File: src/rtl/logic16_stage_pkg.sv
// Shared opcode encodings, default geometry and occupancy states for the logic16 stage.
package logic16_stage_pkg;

    localparam int DEF_WIDTH = 16;
    localparam int DEF_DEPTH = 4;

    typedef enum logic [1:0] {
        OP_NOT = 2'b00,
        OP_AND = 2'b01,
        OP_OR  = 2'b10,
        OP_XOR = 2'b11
    } op_e;

    typedef enum logic [1:0] {
        OCC_EMPTY   = 2'b00,
        OCC_PARTIAL = 2'b01,
        OCC_FULL    = 2'b10
    } occ_state_e;

endpackage

File: src/rtl/And16.sv
// Bitwise AND from the 16-bit gate bank.
module And16 #(
    parameter int WIDTH = 16
) (
    input  logic [WIDTH-1:0] a_i,
    input  logic [WIDTH-1:0] b_i,
    output logic [WIDTH-1:0] y_o
);
    assign y_o = a_i & b_i;
endmodule

File: src/rtl/Not16.sv
// Bitwise inverter from the 16-bit gate bank.
module Not16 #(
    parameter int WIDTH = 16
) (
    input  logic [WIDTH-1:0] a_i,
    output logic [WIDTH-1:0] y_o
);
    assign y_o = ~a_i;
endmodule

File: src/rtl/Or16.sv
// Bitwise OR from the 16-bit gate bank.
module Or16 #(
    parameter int WIDTH = 16
) (
    input  logic [WIDTH-1:0] a_i,
    input  logic [WIDTH-1:0] b_i,
    output logic [WIDTH-1:0] y_o
);
    assign y_o = a_i | b_i;
endmodule

File: src/rtl/result_fifo.sv
// Result FIFO with an explicit EMPTY/PARTIAL/FULL controller; push/pop are pre-qualified by the caller.
module result_fifo
    import logic16_stage_pkg::*;
#(
    parameter int WIDTH = DEF_WIDTH,
    parameter int DEPTH = DEF_DEPTH
) (
    input  logic             clock,
    input  logic             reset,
    input  logic             push_i,
    input  logic             pop_i,
    input  logic [WIDTH-1:0] wdata_i,
    output logic [WIDTH-1:0] rdata_o,
    output logic             full_o,
    output logic             empty_o
);
    localparam int PW = (DEPTH > 1) ? $clog2(DEPTH) : 1;
    localparam int OW = PW + 1;

    logic [WIDTH-1:0] mem_q [DEPTH];
    logic [PW-1:0]    wr_ptr_q;
    logic [PW-1:0]    rd_ptr_q;
    logic [OW-1:0]    occ_q;
    logic [OW-1:0]    occ_d;
    occ_state_e       state_q;

    always_comb begin
        occ_d = occ_q;
        if (push_i && !pop_i) begin
            occ_d = occ_q + OW'(1);
        end else if (pop_i && !push_i) begin
            occ_d = occ_q - OW'(1);
        end
    end

    always_ff @(posedge clock) begin
        if (reset) begin
            wr_ptr_q <= '0;
            rd_ptr_q <= '0;
            occ_q    <= '0;
            state_q  <= OCC_EMPTY;
        end else begin
            if (push_i) wr_ptr_q <= wr_ptr_q + PW'(1);
            if (pop_i)  rd_ptr_q <= rd_ptr_q + PW'(1);
            occ_q <= occ_d;
            case (state_q)
                OCC_EMPTY: begin
                    if (push_i) state_q <= OCC_PARTIAL;
                end
                OCC_PARTIAL: begin
                    if (push_i && !pop_i && occ_q == OW'(DEPTH - 1)) begin
                        state_q <= OCC_FULL;
                    end else if (pop_i && !push_i && occ_q == OW'(1)) begin
                        state_q <= OCC_EMPTY;
                    end
                end
                OCC_FULL: begin
                    if (pop_i) state_q <= OCC_PARTIAL;
                end
                default: state_q <= OCC_EMPTY;
            endcase
        end
    end

    // Storage is data only: never reset, masked by empty_o on the read side.
    always_ff @(posedge clock) begin
        if (push_i) mem_q[wr_ptr_q] <= wdata_i;
    end

    assign full_o  = (state_q == OCC_FULL);
    assign empty_o = (state_q == OCC_EMPTY);
    assign rdata_o = empty_o ? '0 : mem_q[rd_ptr_q];

endmodule

File: src/rtl/logic16_stage.sv
// Flow-controlled logic stage: NOT/AND/OR/XOR on the gate bank, buffered results, Hack zr/ng flags
// and an accepted-operation counter.
module logic16_stage
    import logic16_stage_pkg::*;
#(
    parameter int WIDTH = DEF_WIDTH,
    parameter int DEPTH = DEF_DEPTH
) (
    input  logic             clock,
    input  logic             reset,
    input  logic             in_valid,
    output logic             in_ready,
    input  logic [1:0]       op,
    input  logic [WIDTH-1:0] a,
    input  logic [WIDTH-1:0] b,
    output logic             out_valid,
    input  logic             out_ready,
    output logic [WIDTH-1:0] out_data,
    output logic             out_zr,
    output logic             out_ng,
    output logic [15:0]      count
);
    logic [WIDTH-1:0] not_a;
    logic [WIDTH-1:0] and_ab;
    logic [WIDTH-1:0] or_ab;
    logic [WIDTH-1:0] nand_ab;
    logic [WIDTH-1:0] xor_ab;
    logic [WIDTH-1:0] result;
    logic             push;
    logic             pop;
    logic             fifo_full;
    logic             fifo_empty;
    logic             rst_hold_q;
    logic [15:0]      count_q;
    logic [15:0]      count_d;

    Not16 #(.WIDTH(WIDTH)) u_not_a  (.a_i(a),      .y_o(not_a));
    And16 #(.WIDTH(WIDTH)) u_and_ab (.a_i(a),      .b_i(b),       .y_o(and_ab));
    Or16  #(.WIDTH(WIDTH)) u_or_ab  (.a_i(a),      .b_i(b),       .y_o(or_ab));
    // XOR built from the bank: (a | b) & ~(a & b).
    Not16 #(.WIDTH(WIDTH)) u_nand   (.a_i(and_ab), .y_o(nand_ab));
    And16 #(.WIDTH(WIDTH)) u_xor    (.a_i(or_ab),  .b_i(nand_ab), .y_o(xor_ab));

    always_comb begin
        result = not_a;
        case (op_e'(op))
            OP_NOT:  result = not_a;
            OP_AND:  result = and_ab;
            OP_OR:   result = or_ab;
            OP_XOR:  result = xor_ab;
            default: result = not_a;
        endcase
    end

    // rst_hold_q keeps in_ready low for every cycle that follows a reset edge while reset persists.
    assign in_ready  = !rst_hold_q && !fifo_full;
    assign out_valid = !fifo_empty;
    assign push      = in_valid && in_ready;
    assign pop       = out_valid && out_ready;

    result_fifo #(
        .WIDTH(WIDTH),
        .DEPTH(DEPTH)
    ) u_fifo (
        .clock   (clock),
        .reset   (reset),
        .push_i  (push),
        .pop_i   (pop),
        .wdata_i (result),
        .rdata_o (out_data),
        .full_o  (fifo_full),
        .empty_o (fifo_empty)
    );

    assign out_zr = (out_data == '0);
    assign out_ng = out_data[WIDTH-1];

    always_comb begin
        count_d = count_q;
        if (push) count_d = count_q + 16'd1;
    end

    always_ff @(posedge clock) begin
        rst_hold_q <= reset;
        if (reset) begin
            count_q <= '0;
        end else begin
            count_q <= count_d;
        end
    end

    assign count = count_q;

endmodule

File: config.mk
export PLATFORM = sky130hd
export DESIGN_NAME = logic16_stage
export DESIGN_NICKNAME = d
export VERILOG_FILES = /design/src/rtl/logic16_stage_pkg.sv /design/src/rtl/And16.sv /design/src/rtl/Not16.sv /design/src/rtl/Or16.sv /design/src/rtl/result_fifo.sv /design/src/rtl/logic16_stage.sv
export SDC_FILE = /design/constraint.sdc
export NUM_CORES = 1
export LEC_CHECK = 0
export BUFFER_PORTS_ARGS = -buffer_cell sky130_fd_sc_hd__buf_2
export CAP_MARGIN = 20
export CORE_MARGIN = 2
export CORE_UTILIZATION = 55
export CTS_CLUSTER_DIAMETER = 50
export DETAILED_ROUTE_END_ITERATION = 10
export PLACE_DENSITY = 0.87
export SETUP_SLACK_MARGIN = 0.05
export SLEW_MARGIN = 5
export SYNTH_ARGS = -nofsm -noshare
export SYNTH_HDL_FRONTEND = slang
export SYNTH_SLANG_ARGS = --single-unit
File: constraint.sdc
create_clock -name clock -period 3.6 [get_ports clock]
set_input_delay 0 -clock clock [delete_from_list [all_inputs] [get_ports clock]]
set_output_delay 0 -clock clock [all_outputs]
set_load 0.02 [all_outputs]
==> reports/qor.yml <==
status: "complete, no violations"
timing.fmax_mhz: 413
report.final.slew_viol_count: 0
synth-main-ff-cell: "edfxtp_1"
cts_buffers: 9
ys_seq_area_share_pct: 51.7
cts_root_buf: "clkbuf_8"
cts-resized-gates: 0
gp_congestion: 0.769
met2_usage_pct: 34.9
synth.distinct_cells: 34
cp.depth: 5
syn_avg_cell_area_sq_um: 12.9
worstRegToRegCells: 7
cp_max_fo: 16
fin_crit_ns: 2.42
cellPowerDensity_nw_per_um2: 389
dpl.hpwl_mm: 6.55
cp.required_ns: 3.60
clock-sinks: 92
clkTransAtPathRegs_ns: 0.09
coreArea_sq_um: 8590
hold_viol_final: 0
netlist_area_sq_um: 4800
use_met1_pct: 25.5
synth_cells: 372
crit_slowest_cell: "dfxtp_1"
drv_cap: 0
worst_hold_path_type: "input port to flip-flop"
critPathMaxStageDelay_ns: 0.81
tns_ns: 0
htree_levels: 3
path_cells: "mux4_2 > nor4_1 > nand4_1 > nand2_1 > buf_2"
drtAntennaViolNets: 0
max_slew_margin_pct: 41.3
post_drt_wl_per_cell_microns: 16.0
ys_ff_latch: 92
fin_skew_ns: 0.0125
setup_viol: 0
grt_usage_pct: 19.9
critPathTopFamily: "flip-flops"
rsz0062_at_grt: "no"
fin_util_pct: 62.9
min_path_cells: 1
numPortBuffers: 73
clk_latency_ns: 0.37
dpl_cell_area_sq_um: 5220
cts_tree: "done"
grt_overflow: 0
antenna_found_initial: 0
grt_max_degree: 29
syn_nets: 453
clock_path_buffers: 2
grt_util_met3_pct: 3.24
drcViolationCount: 0
finalCritPeriodShare_pct: 67.3
peakVddDrop_uv: 204
die_area_sq_um: 9490
worstPathArrival_ns: 2.42
io-pin-count: 74
stdcell_area_sq_um: 5410
p_leak_nw: 2.22
ys_warn_count: 0
routed_wl_mm: 8.82
fin_nets: 520
drt_pass1_iterations: 4
synth_async_sr_flop_share_pct: 0
grt_pass1_wl_mm: 15.0
dr_total_vias: 3088
grt_pass1_vias: 3151
critPathKind: "flip-flop to output port"
vias_per_cell: 5.59
die_x_microns: 97.4
top_usage_layer: "met2"
num_rows: 34
synth-edff-count: 64
path_buf_inv: 1
drive_gt1_share_pct: 27.9
num-fill-cells: 650
tightest_slew_ns: 0.881
worstSetupEndpointType: "output port"
die_h_microns: 97.4
start_util_pct: 55.9
critPathLaunchType: "flip-flop"
areaGrowthSynthToFinish_pct: 12.6
drt_iter0_markers: 149
diodes: 0
[per-stage QoR]
stage	power (mW)	setup WS, ns	std cells	hold WS (ns)
2_1_floorplan	1.40	1.71	372	0.0277
3_3_place_gp	1.47	1.64	535	0.350
3_5_place_dp	1.49	1.55	535	0.349
4_1_cts	2.11	1.16	552	0.0172
5_1_grt	2.19	0.991	552	0.0537
6_report	2.10	1.18	552	0.0199
[Yosys cell counts, drive strengths merged (2+ instances only)]
library cell	count	area, sq um
or4	4	30.0
clkbuf	11	41.3
nor4	8	50.1
or3	5	36.3
nand2	9	33.8
dfxtp	28	561
edfxtp	64	1920
mux4	32	721
a21oi	13	65.1
nand2b	2	12.5
and3	4	25.0
inv	57	214
ha	43	538
xor2	6	52.6
nor2	23	86.3
xnor2	6	52.6
nand3	7	35.0
nor2b	4	25.0
and2	16	100
o31ai	4	30.0
nand4	4	25.0
buf	8	52.6
o21ai	7	35.0
[where the power goes]
part	internal, mW	switching [mW]
clock	0.260	0.381
sequential	1.17	0.0163
combinational	0.120	0.151
total	1.56	0.549
[timing repair]
action | in CTS | in global routing
hold buffers | 1 | 0
hold endpoints to repair | 1 | 0
endpoints found under the setup margin | 0 | 0
setup buffers | 0 | 0
[sequential cells by signal (all words and copies together), names as in the netlist, named ones only]
register / cells
u_fifo.mem_q: 64
count: 16
u_fifo.occ_q: 3
u_fifo.rd_ptr_q: 2
u_fifo.state_q: 2
u_fifo.wr_ptr_q: 2
rst_hold_q: 1
[cells by family after synthesis]
logic type / Yosys count / share of synthesized area [%]
fa+ha+maj: 43 / 11.2
compound gates: 27 / 3.20
simple gates: 89 / 10.1
flops: 92 / 51.7
buf+inv: 76 / 6.41
xor+xnor: 12 / 2.19
mux: 33 / 15.2
[placed cells by master (no fill, tap or decap), drive strengths merged, types with 3 or more instances in the layout]
master  count
o21ai       7
nor2       23
inv        60
a21oi      13
xnor2       6
o31ai       4
and3        4
edfxtp     64
dfxtp      28
mux4       32
and2       16
ha         43
or4         4
buf        74
clkbuf      9
nor4        8
nand4       4
nor2b       4
xor2        6
nand3       7
or3         5
nand2       9
clkinv      3
[layout make-up]
cell class                 instances  area (sq um)  area share [%]
clock buffer                       9           124            2.29
multi-input combinational        204          2010            37.2
timing repair buffer              75           383            7.08
clock inverter                     7          57.6            1.06
sequential                        92          2480            45.9
tap                              108           135            2.50
inverter                          57           214            3.96
[worst paths after layout]
path	end	startpoint	slack, ns
max reg2reg	u_fifo.occ_q[2]	u_fifo.state_q[1]	1.47
min	rst_hold_q	reset	0.02
max	out_zr	flip-flop	1.18
min reg2reg	count[14]	count[14]	0.49
[metal layers]
layer  vias to the layer above  wire, microns
li1                       1451              -
met1                      1507           3560
met2                       119           4500
met3                        11            637
met4                         0            127
met5                         -              0
Power figures use the tool's default switching activity.
